[src/rtl/cpu_pkg.sv]
// ============================================================================
// Module   : cpu_pkg
// Brief    : Shared types and constants for the 8-bit CPU datapath.
// Revision : 1.0 - initial release
// ============================================================================
`default_nettype none

package cpu_pkg;

    localparam int NREGS = 8;

    typedef logic [2:0] reg_addr_t;
    typedef logic [7:0] word_t;

    typedef struct packed {
        reg_addr_t addr;
        word_t     data;
    } wb_entry_t;

endpackage

`default_nettype wire

[src/rtl/wb_queue.sv]
// ============================================================================
// Module   : wb_queue
// Brief    : 2-entry result FIFO between execute and writeback commit.
// Revision : 1.0 - initial release
// ============================================================================
`default_nettype none

module wb_queue
    import cpu_pkg::*;
#(
    parameter int DEPTH = 2
) (
    input  logic      clk,
    input  logic      reset,
    input  logic      push,
    input  wb_entry_t push_entry,
    input  logic      pop,
    output wb_entry_t head,
    output logic      full,
    output logic      empty
);

    localparam logic [1:0] C_FULL_COUNT = 2'(DEPTH);

    wb_entry_t  r_mem [2];
    logic       r_wr_ptr;
    logic       r_rd_ptr;
    logic [1:0] r_count;
    logic       w_push;
    logic       w_pop;

    assign full  = (r_count == C_FULL_COUNT);
    assign empty = (r_count == 2'd0);
    assign head  = r_mem[r_rd_ptr];

    // Guard against overflow/underflow even if the caller misbehaves.
    assign w_push = push && !full;
    assign w_pop  = pop && !empty;

    always_ff @(posedge clk) begin
        if (w_push) begin
            r_mem[r_wr_ptr] <= push_entry;
        end
    end

    always_ff @(posedge clk) begin
        if (reset) begin
            r_wr_ptr <= 1'b0;
            r_rd_ptr <= 1'b0;
            r_count  <= 2'd0;
        end else begin
            if (w_push) begin
                r_wr_ptr <= ~r_wr_ptr;
            end
            if (w_pop) begin
                r_rd_ptr <= ~r_rd_ptr;
            end
            case ({w_push, w_pop})
                2'b10:   r_count <= r_count + 2'd1;
                2'b01:   r_count <= r_count - 2'd1;
                default: r_count <= r_count;
            endcase
        end
    end

endmodule

`default_nettype wire

[src/rtl/writeback_unit.sv]
// ============================================================================
// Module   : writeback_unit
// Brief    : Writeback stage: result queue, 8x8 register file, commit trace.
//            Optional read bypass from the committing head: WB_BYPASS_EN.
// Revision : 1.0 - initial release
// ============================================================================
`default_nettype none

module writeback_unit
    import cpu_pkg::*;
#(
    parameter int DEPTH = 2,
    parameter int NREGS = cpu_pkg::NREGS
) (
    input  logic        clk,
    input  logic        reset,
    input  logic        res_valid,
    output logic        res_ready,
    input  logic [2:0]  res_addr,
    input  logic [7:0]  res_data,
    input  logic        stall,
    input  logic [2:0]  rd_addr1,
    input  logic [2:0]  rd_addr2,
    output logic [7:0]  read_data1,
    output logic [7:0]  read_data2,
    output logic        wb_valid,
    output logic [2:0]  wb_addr,
    output logic [7:0]  wb_data,
    output logic [15:0] commit_count
);

    word_t      r_regs [NREGS];
    wb_entry_t  w_head;
    wb_entry_t  w_push_entry;
    logic       w_full;
    logic       w_empty;
    logic       w_push;
    logic       w_pop;

    assign res_ready    = !w_full;
    assign w_push       = res_valid && !w_full;
    assign w_pop        = !w_empty && !stall;
    assign w_push_entry = '{addr: res_addr, data: res_data};

    wb_queue #(
        .DEPTH (DEPTH)
    ) u_queue (
        .clk        (clk),
        .reset      (reset),
        .push       (w_push),
        .push_entry (w_push_entry),
        .pop        (w_pop),
        .head       (w_head),
        .full       (w_full),
        .empty      (w_empty)
    );

    always_ff @(posedge clk) begin
        if (reset) begin
            for (int i = 0; i < NREGS; i++) begin
                r_regs[i] <= '0;
            end
            wb_valid     <= 1'b0;
            wb_addr      <= '0;
            wb_data      <= '0;
            commit_count <= '0;
        end else begin
            wb_valid <= w_pop;
            if (w_pop) begin
                wb_addr      <= w_head.addr;
                wb_data      <= w_head.data;
                commit_count <= commit_count + 16'd1;
                // r0 is hardwired to zero; the commit is traced but not stored.
                if (w_head.addr != 3'd0) begin
                    r_regs[w_head.addr] <= w_head.data;
                end
            end
        end
    end

`ifdef WB_BYPASS_EN
    assign read_data1 = (w_pop && (rd_addr1 != 3'd0) && (w_head.addr == rd_addr1))
                        ? w_head.data : r_regs[rd_addr1];
    assign read_data2 = (w_pop && (rd_addr2 != 3'd0) && (w_head.addr == rd_addr2))
                        ? w_head.data : r_regs[rd_addr2];
`else
    assign read_data1 = r_regs[rd_addr1];
    assign read_data2 = r_regs[rd_addr2];
`endif

endmodule

`default_nettype wire

[config.mk]
export PLATFORM = sky130hd
export DESIGN_NAME = writeback_unit
export DESIGN_NICKNAME = d
export VERILOG_FILES = /design/src/rtl/cpu_pkg.sv /design/src/rtl/wb_queue.sv /design/src/rtl/writeback_unit.sv
export SDC_FILE = /design/constraint.sdc
export NUM_CORES = 1
export LEC_CHECK = 0
export CAP_MARGIN = 10
export CORE_MARGIN = 1
export CORE_UTILIZATION = 59
export DETAILED_ROUTE_END_ITERATION = 7
export GPL_TIMING_DRIVEN = 0
export HOLD_SLACK_MARGIN = 0.03
export PLACE_DENSITY = 0.95
export REMOVE_ABC_BUFFERS = 1
export SLEW_MARGIN = 25
export SYNTH_ARGS = -nofsm -noshare
export SYNTH_HDL_FRONTEND = slang
export SYNTH_SLANG_ARGS = --single-unit
[constraint.sdc]
create_clock -name clk -period 3.35 [get_ports clk]
set_clock_uncertainty 0.1 [all_clocks]
set_input_delay 0.67 -clock clk [delete_from_list [all_inputs] [get_ports clk]]
set_output_delay 0.67 -clock clk [all_outputs]
set_load 0.02 [all_outputs]
==> metrics.cfg <==
[sta]
relSlewSlack=0.310
rsz0062_at_grt=false
setup_tns_ps=0
fin_crit_sh=0.959
hold_viol=0
worst_pin_slew_ps=1010
max_freq_mhz=311
setup_viol=0
hold_ws_ps=398
period_needed_ps=3210
slew_violations=0

[detailed_routing]
drtIter0Drc=261
wl_per_cell_um=21.6
post-route-drc-count=0
vias=3529
routed_via_density=6.13
firstDrtPassIters=6
wl_mm=12.4
ant_nets=0

[clocking]
cts_setup_buffers=0
cts_sinks=119
htreeDepth=4
cts_root_buf=clkbuf_8
cts_tree=built
worstSkewPairLatency_ps=520
clk_path_buf_depth=2
path_clk_slew_ps=50
cts_inserted_buffers=17

[placement]
place_inst=545
gp_congestion=0.826
dp_hpwl_mm=8.00
io_buffers=65

[synthesis]
synthMuxAreaShare=0.189
synth_xor_area_frac=0.0231
synthAdderAreaFrac=0.00472
syn_area_um2=5310
synth_seq_area_share=0.611
yosys.area_share.simple=0.117
yosysWarnings=0
yosysMostFrequentCell=edfxtp_1
synth_top_cell_by_area=edfxtp_1
ys_seq_elements=119
ys_types=37
synth_cells=385
netlist_top_cells_area=edfxtp_1 49%, mux4_2 14%, dfxtp_1 12%
avgSynthCellArea_um2=13.8
synthArstFlopShare=0
synth_top_area_share=0.487
synth_edf_count=86
synth_compound_area_frac=0.0347
synth_ff_type=edfxtp_1
synth_common_cells=86 x edfxtp_1, 83 x nor2_1, 33 x dfxtp_1, 32 x mux4_2, 17 x nand2_1
synth_top_family_by_area=multiplexers

[pwr]
p_int_mw=3.27
leakagePower_nw=2.30
ir_drop_uv=671
seqPwrFrac=0.417
p_comb_frac=0.207
p_sw_mw=1.30
swShare=0.285
power.density_nw_per_um2=692
clockPowerShare=0.377

[floorplan]
fp.dieH_um=96.8
initial_core_util=0.608
core_area_um2=8720
ios=66
rows=34
dieWidth_um=96.8
fp.dieArea_um2=9380

[global_route]
grt_pass1_wl_mm=19.8
overflow=0
grtUsageTotal=0.282
grt_pass1_vias=3809
grt_max_degree=31
antenna_found_initial=0

[cells_and_area]
drive_gt1_frac=0.186
num-fill-cells=485
syn_to_final_growth_pct=24.6
finalNonFillerCells=576
final_core_util=0.758
nets=479
antenna_cells=0

[setup_path]
cp-end-kind=output port
crit_fanout=16
crit_type=primary input to output port
worstPathRequired_ps=2580
start_kind=primary input
cp.arrival_ps=2440

[worst_hold_path]
hp-class=flip-flop to flip-flop

[job]
maxCapViolations=0

[outcome]
status=finished clean

-- registers in the layout (all words and copies together), names as in the netlist, named ones only --
register	cells
commit_count	16
r_regs	64
u_queue.r_count	2
u_queue.r_mem	22
u_queue.r_rd_ptr	1
u_queue.r_wr_ptr	1
wb_addr	3
wb_data	8
wb_valid	1
-- cells in the final DEF, fill, tap and decap left out, types with 2 or more instances in the layout --
| master | netlist | final |
|---|---|---|
| nand2b_1 | 9 | 9 |
| a21oi_1 | 7 | 7 |
| clkbuf_16 | 0 | 16 |
| nor3_1 | 5 | 5 |
| clkdlybuf4s50_1 | 0 | 60 |
| a211oi_1 | 10 | 10 |
| inv_1 | 3 | 3 |
| nand2_1 | 17 | 17 |
| buf_4 | 0 | 2 |
| o21ai_0 | 7 | 7 |
| xnor2_1 | 8 | 8 |
| conb_1 | 1 | 8 |
| clkbuf_1 | 10 | 2 |
| or3_1 | 5 | 5 |
| clkinv_2 | 0 | 6 |
| nor4_1 | 2 | 2 |
| nand3_1 | 4 | 4 |
| mux2_2 | 16 | 16 |
| clkinv_1 | 0 | 2 |
| nor3b_1 | 2 | 2 |
| ha_1 | 2 | 2 |
| mux4_2 | 32 | 32 |
| edfxtp_1 | 86 | 86 |
| nor2_1 | 83 | 83 |
| mux2i_1 | 10 | 9 |
| xor2_1 | 6 | 6 |
| nand4b_1 | 2 | 2 |
| and3_1 | 2 | 2 |
| clkdlybuf4s15_2 | 0 | 2 |
| nand4_2 | 2 | 2 |
| bufinv_16 | 0 | 3 |
| dfxtp_1 | 33 | 33 |
-- metrics by stage --
stage                     power (mW)  instance area, um^2  setup slack [ps]
after floorplan                 2.44                 5240              1110
after global placement          2.79                 6030              -809
after detailed placement        2.84                 6040              -439
after CTS                       4.57                 6610               145
after global routing            4.73                 6610               115
final                           4.57                 6610               136
-- power groups by stage --
stage | clock, mW | combinational (mW) | sequential, mW
floorplan | 0 | 0.488 | 1.95
global placement | 0 | 0.883 | 1.91
detailed placement | 0 | 0.917 | 1.93
CTS | 1.72 | 0.944 | 1.90
global route | 1.80 | 1.01 | 1.92
finish | 1.72 | 0.945 | 1.91
-- cells by family (layout without fill, tap and decap cells) --
logic type      Yosys count  after routing
xor+xnor                 14             14
other cells               1              8
mux                      58             58
fa+ha+maj                 2              2
buf+inv                  25            101
flops                   119            119
simple gates            137            137
compound gates           29             29
-- worst max-delay path: stages --
cell and delay, ps:
clkdlybuf4s15_2 490, mux4_2 440, mux2_2 290, clkdlybuf4s50_1 540
-- metal layers --
metal	routed length, um	vias up	track usage
li1	-	1584	-
met1	4650	1714	0.335
met2	6310	195	0.475
met3	996	36	0.0744
met4	474	0	0.140
met5	0	-	0
-- final cells by class --
cell class                 count  area [um^2]  share of cell area
clock buffer                  19          422              0.0638
timing repair buffer          66          671               0.101
tap                          108          135              0.0204
clock inverter                12          135              0.0204
sequential                   119         3240               0.491
inverter                       4         15.0             0.00227
multi-input combinational    248         1990               0.301
-- final timing paths --
check	end	cells after the start	startpoint	slack [ps]
setup reg to reg	r_regs[4][6]$_SDFFCE_PN0P_	4	flip-flop	380
hold reg to reg	wb_data[3]$_SDFFE_PP0N_	2	wb_data[3]$_SDFFE_PP0N_	400
setup / recovery	read_data1[2]	4	rd_addr1[1]	140
hold / removal	wb_data[3]$_SDFFE_PP0N_	2	wb_data[3]$_SDFFE_PP0N_	400
-- repair_timing --
item | CTS | global route
endpoints found under the setup margin | 16 | 0
hold buffers | 0 | 0
resized for setup | 8 | 0
(Power assumes the default switching activity.)
==> RTL change 1, RTL diff (config.mk and constraints unchanged) <==
Add a define of `WB_BYPASS_EN`.
--- a/src/rtl/writeback_unit.sv
+++ b/src/rtl/writeback_unit.sv
@@ -5,6 +5,8 @@
 // Revision : 1.0 - initial release
 // ============================================================================
 `default_nettype none
+
+`define WB_BYPASS_EN
 
 module writeback_unit
     import cpu_pkg::*;
Function: changed (a bounded check fails within 4 cycles, from zero or initial values and one cycle with reset high).
==> RTL change 1 against the original RTL <==
Hold slack improved by 0.0086 ns; synthesized area increased by 4.8%; die area grew 4.7%; design area is 7.6% higher; setup slack got worse by 0.096 ns; utilization up 1.6 points; fmax fell by 2.9%; total power increased by 12%; sequential cell count stayed put; critical path depth is 3 higher; combinational power rose by 37%; register-to-register slack improved by 0.41 ns; wire length up 14%; critical endpoint is now read_data2[5]; highest routed layer unchanged.
==> RTL change 1: results (changes against the original RTL) <==
Global Route met2 Usage 54.0% (+6.4 points); ranking of synthesized cells by instance count sky130_fd_sc_hd__edfxtp_1, sky130_fd_sc_hd__nor2_1, sky130_fd_sc_hd__mux2i_1, sky130_fd_sc_hd__dfxtp_1, sky130_fd_sc_hd__mux4_2; total via count in the routed design 3,910 (+11%); peak per-stage delay on the critical path 0.46 ns (-0.08 ns); first-pass GRT wire length 21,800 um (+10%); estimated wirelength of the detail-placed design 8160 um (+2.1%); maximum vdd drop 562 uV (-16%); mean instance size in the synthesized netlist 13.6 um2 (-1.3%); DR iter-0 viols 308 (+18%); length of routed met3 wiring 1210 um (+22%); DR pass1 iterations 5 (-1); sequential area share after synthesis 58.3% (-2.8 points); reg2reg path depth 7 (+3); average wire per standard cell 22.8 um (+5.7%); synthesized-area fraction occupied by ao, oa, aoi and oai cells 2.97% (-0.50 points); share of synthesized cell area in full adder, half adder and majority cells 0.450% (-0.022 points); Setup Slack @ Placement -1.60 ns (-1.16 ns); met1 Resource Use GR 35.3% (+1.8 points); largest register by flop count r_regs; detail-routed via count per cell 6.31 (+2.9%); weighted congestion reported at the end of routability-driven placement 0.803 (-2.8%); Synth Area in XOR/XNOR 2.52% (+0.21 points); GR Layer Usage met3 7.30% (-0.14 points); reported leakage power 0.00266 uW (+15%); number of placed instances, taps included 572 (+5.0%); library cell used as clock root buffer sky130_fd_sc_hd__clkbuf_8; leading cell types by total area after synthesis sky130_fd_sc_hd__edfxtp_1, sky130_fd_sc_hd__mux4_2, sky130_fd_sc_hd__dfxtp_1; fraction of final layout cells sized beyond drive strength 1 22.6% (+4.0 points); Largest regs r_regs (64), u_queue.r_mem (22), commit_count (16); maximum net fanout on the critical path 12 (-4); Detail Route met2 WL 7520 um (+19%); effective utilization at floorplan 60.5% (-0.37 points); multiplexer area fraction after synthesis 22.0% (+3.2 points); Metal-1 WL 5000 um (+7.5%); sw power 1550 uW (+19%); Max-Slew Margin vs Limit 30.9% (-0.11 points); vias in the first global route 4,025 (+5.7%); area post-placement 0.00631 mm2 (+4.4%); status completed; global-route usage over all layers 30.6% (+2.4 points); Nets 519 (+8.4%)
[RTL change 1: changes by cell type in the layout (fill, tap and decap cells not counted), moves of 9 or more]
cell | unedited run | this run
sky130_fd_sc_hd__clkdlybuf4s50_1 | 60 | 43
sky130_fd_sc_hd__mux2_2 | 16 | 3
sky130_fd_sc_hd__mux2i_1 | 9 | 35
sky130_fd_sc_hd__clkbuf_2 | 0 | 9
sky130_fd_sc_hd__buf_4 | 2 | 13
[RTL change 1: repair_timing]
action | 4_1_cts | 5_1_grt
gates resized for setup | 39 | 23
pin swaps | 2 | 0
cloned | 1 | 0
hold buffers | 0 | 0
setup buffers | 12 | 3
endpoints found under the setup margin | 16 | 16
[RTL change 1: cell type report]
type                            count  area [um2]
Multi-Input combinational cell    271        2290
Timing Repair inverter              1        5.00
Timing Repair Buffer               81         766
Fill cell                         498        2080
Tap cell                          111         139
Sequential cell                   119        3250
Clock buffer                       26         578
Clock inverter                      6        66.3
Inverter                            5        22.5
[RTL change 1: power by group through the flow]
stage          registers, uW  clock network [uW]  logic, uW
5_1_grt                 1920                1990       1350
3_3_place_gp            1900                   0       1040
6_report                1900                1920       1290
3_5_place_dp            1920                   0       1090
4_1_cts                 1900                1920       1250
2_1_floorplan           1950                   0        586
[RTL change 1: worst paths after layout]
path / from / end / slack (ns)
hold reg to reg: commit_count[8] / commit_count[8] / 0.41
hold / removal: commit_count[8] / commit_count[8] / 0.41
setup / recovery: stall / read_data2[5] / 0.04
setup reg to reg: flip-flop / r_regs[6][4] / 0.79
[RTL change 1: worst max-delay path: cells and delay by family]
family / cells / cell delay, ns
simple gates: 1 / 0.12
compound gates: 1 / 0.24
mux: 1 / 0.22
buf+inv: 4 / 1.27
==> RTL change 2, RTL diff (config.mk and constraints unchanged) <==
Made on the original files. Make the reset (`reset`) asynchronous in 2 clocked blocks.
--- a/src/rtl/wb_queue.sv
+++ b/src/rtl/wb_queue.sv
@@ -43,7 +43,7 @@
         end
     end
 
-    always_ff @(posedge clk) begin
+    always_ff @(posedge clk or posedge reset) begin
         if (reset) begin
             r_wr_ptr <= 1'b0;
             r_rd_ptr <= 1'b0;
--- a/src/rtl/writeback_unit.sv
+++ b/src/rtl/writeback_unit.sv
@@ -55,7 +55,7 @@
         .empty      (w_empty)
     );
 
-    always_ff @(posedge clk) begin
+    always_ff @(posedge clk or posedge reset) begin
         if (reset) begin
             for (int i = 0; i < NREGS; i++) begin
                 r_regs[i] <= '0;
Formal check against the unedited RTL: differs if reset is asserted again (counterexample within 4 cycles, from zero or initial values and one cycle with reset high); with reset held inactive, the same outputs for 4 cycles.
==> RTL change 2 against the original RTL <==
Count of clock-buffer cells in the layout decreased by 1; design area increased by 0.70%; via count increased by 7.2%; global-route usage increased by 1.7 points; critical path depth decreased by 1; largest cell class unchanged; wire length increased by 4.4%; synthesized cell count increased by 7.3%; synthesized area increased by 2.0%; the flow now finishes with violations (DRC); setup slack got worse by 0.013 ns; sequential cell count decreased by 1.
Power is not compared: it rests on default switching activity, and its combinational part moved more than twofold at a synthesized area within 25%.
==> RTL change 2: results (changes against the original RTL) <==
status finished with violations; failing checks DRC; DR pass1 iterations 7 (+1); length of routed met3 wiring 790 um (-21%); worst setup path startpoint rd_addr1[2]; pin count of the biggest net entering global routing 77 (+150%); number of placed instances, taps included 557 (+2.2%); fraction of final layout cells sized beyond drive strength 1 20.2% (+1.6 points); estimated wirelength of the detail-placed design 7260 um (-9.3%); first-pass GRT wire length 21,200 um (+6.9%); inverters 2 (-2); peak per-stage delay on the critical path 0.79 ns (+0.25 ns); Post CTS Setup Buffer Count 0 (unchanged); area fraction of clock buffers and clock inverters 8.68% (+0.26 points); detail-routed via count per cell 6.42 (+4.9%); fraction of registers with async set or reset after synthesis 81.4% (+81 points); sequential area share after synthesis 56.6% (-4.5 points); average wire per standard cell 22.0 um (+2.1%); area post-placement 0.00607 mm2 (+0.48%); GR Layer Usage met3 7.02% (-0.43 points); non-clock buffer contribution to total cell area 10.7% (+0.53 points); final routed DRC violation total 6 (+6); antenna violations before repair 0 (unchanged); vias in the first global route 3,948 (+3.6%); DR iter-0 viols 349 (+34%); global-route usage over all layers 29.9% (+1.7 points); Worst Hold Launch r_regs[60]; number of signal-net buffers in the layout 68 (+3.0%); leading cell types by total area after synthesis sky130_fd_sc_hd__dfrtp_1, sky130_fd_sc_hd__mux4_2, sky130_fd_sc_hd__edfxtp_1; period utilisation layout 96.3% (+0.40 points); Sequential cell area 0.00306 mm2 (-5.6%); number of enable flip-flop cells after synthesis 22 (-74%); reported leakage power 0.00269 uW; ranking of synthesized cells by instance count sky130_fd_sc_hd__dfrtp_1, sky130_fd_sc_hd__nand2_1, sky130_fd_sc_hd__nor2_1, sky130_fd_sc_hd__a21oi_1, sky130_fd_sc_hd__mux4_2; reg-to-reg critical path endpoint r_regs[4]; weighted congestion reported at the end of routability-driven placement 0.743 (-10%); Min-Delay Path Depth 0 (-2); maximum net fanout on the critical path 8 (-8); Global Route met2 Usage 49.3% (+1.8 points); Setup Slack @ Placement -0.401 ns (+0.0377 ns); detailed-route wire length 13,000 um (+4.4%); reg2reg setup slack 0.69 ns (+0.31 ns); flops & latches, synth 118 (-0.84%); comb_multi_in 261 (+5.2%); worst hold-check slack 0.303 ns (-0.0947 ns); sw power 2300 uW; Largest regs r_regs (64), u_queue.r_mem (22), commit_count (16); Worst setup endpoint read_data1[7]; Fillers 480 (-1.0%); Hold Vio Cnt, Final 0 (unchanged); endpoint arrival time on the critical path 2.46 ns (+0.02 ns); mean instance size in the synthesized netlist 13.1 um2 (-4.9%); met1 Resource Use GR 37.4% (+3.9 points); proportion of cell area occupied by multi-input gates 32.4% (+2.3 points); Tightest Pin Transition 0.901 ns (-0.105 ns); clock buffers 18 (-1); Nets 491 (+2.5%); final core utilization 75.6% (-0.21 points); Detail Route met2 WL 6740 um (+6.8%); Synth cell types 34 (-8.1%)
## RTL change 2: cell count changes after synthesis, sizes merged, moves of 5 or more
cell / change
o21ai: +26
a21oi: +26
nor2: -48
nand2: +26
or3: -5
clkbuf: +6
edfxtp: -64
buf: +5
nand2b: -8
xnor2: +10
dfrtp: +96
a211oi: -6
dfxtp: -33
## RTL change 2: power by group through the flow
stage / combinational, uW / sequential, uW / clock (uW)
2_1_floorplan: 1250 / 2450 / 0
3_3_place_gp: 1990 / 2370 / 0
3_5_place_dp: 2110 / 2450 / 0
4_1_cts: 2210 / 2470 / 1790
5_1_grt: 2370 / 2540 / 1850
6_report: 2210 / 2490 / 1780
## RTL change 2: logic make-up after synthesis
| logic type | synth area share [%] |
|---|---|
| adders and majority gates | 0.462 |
| DFF | 56.6 |
| muxes | 19.0 |
| xor gates and xnor gates | 3.24 |
| and+or+nand+nor | 8.67 |
| buffers and inverters | 3.72 |
| AOI/OAI and AO/OA | 8.33 |
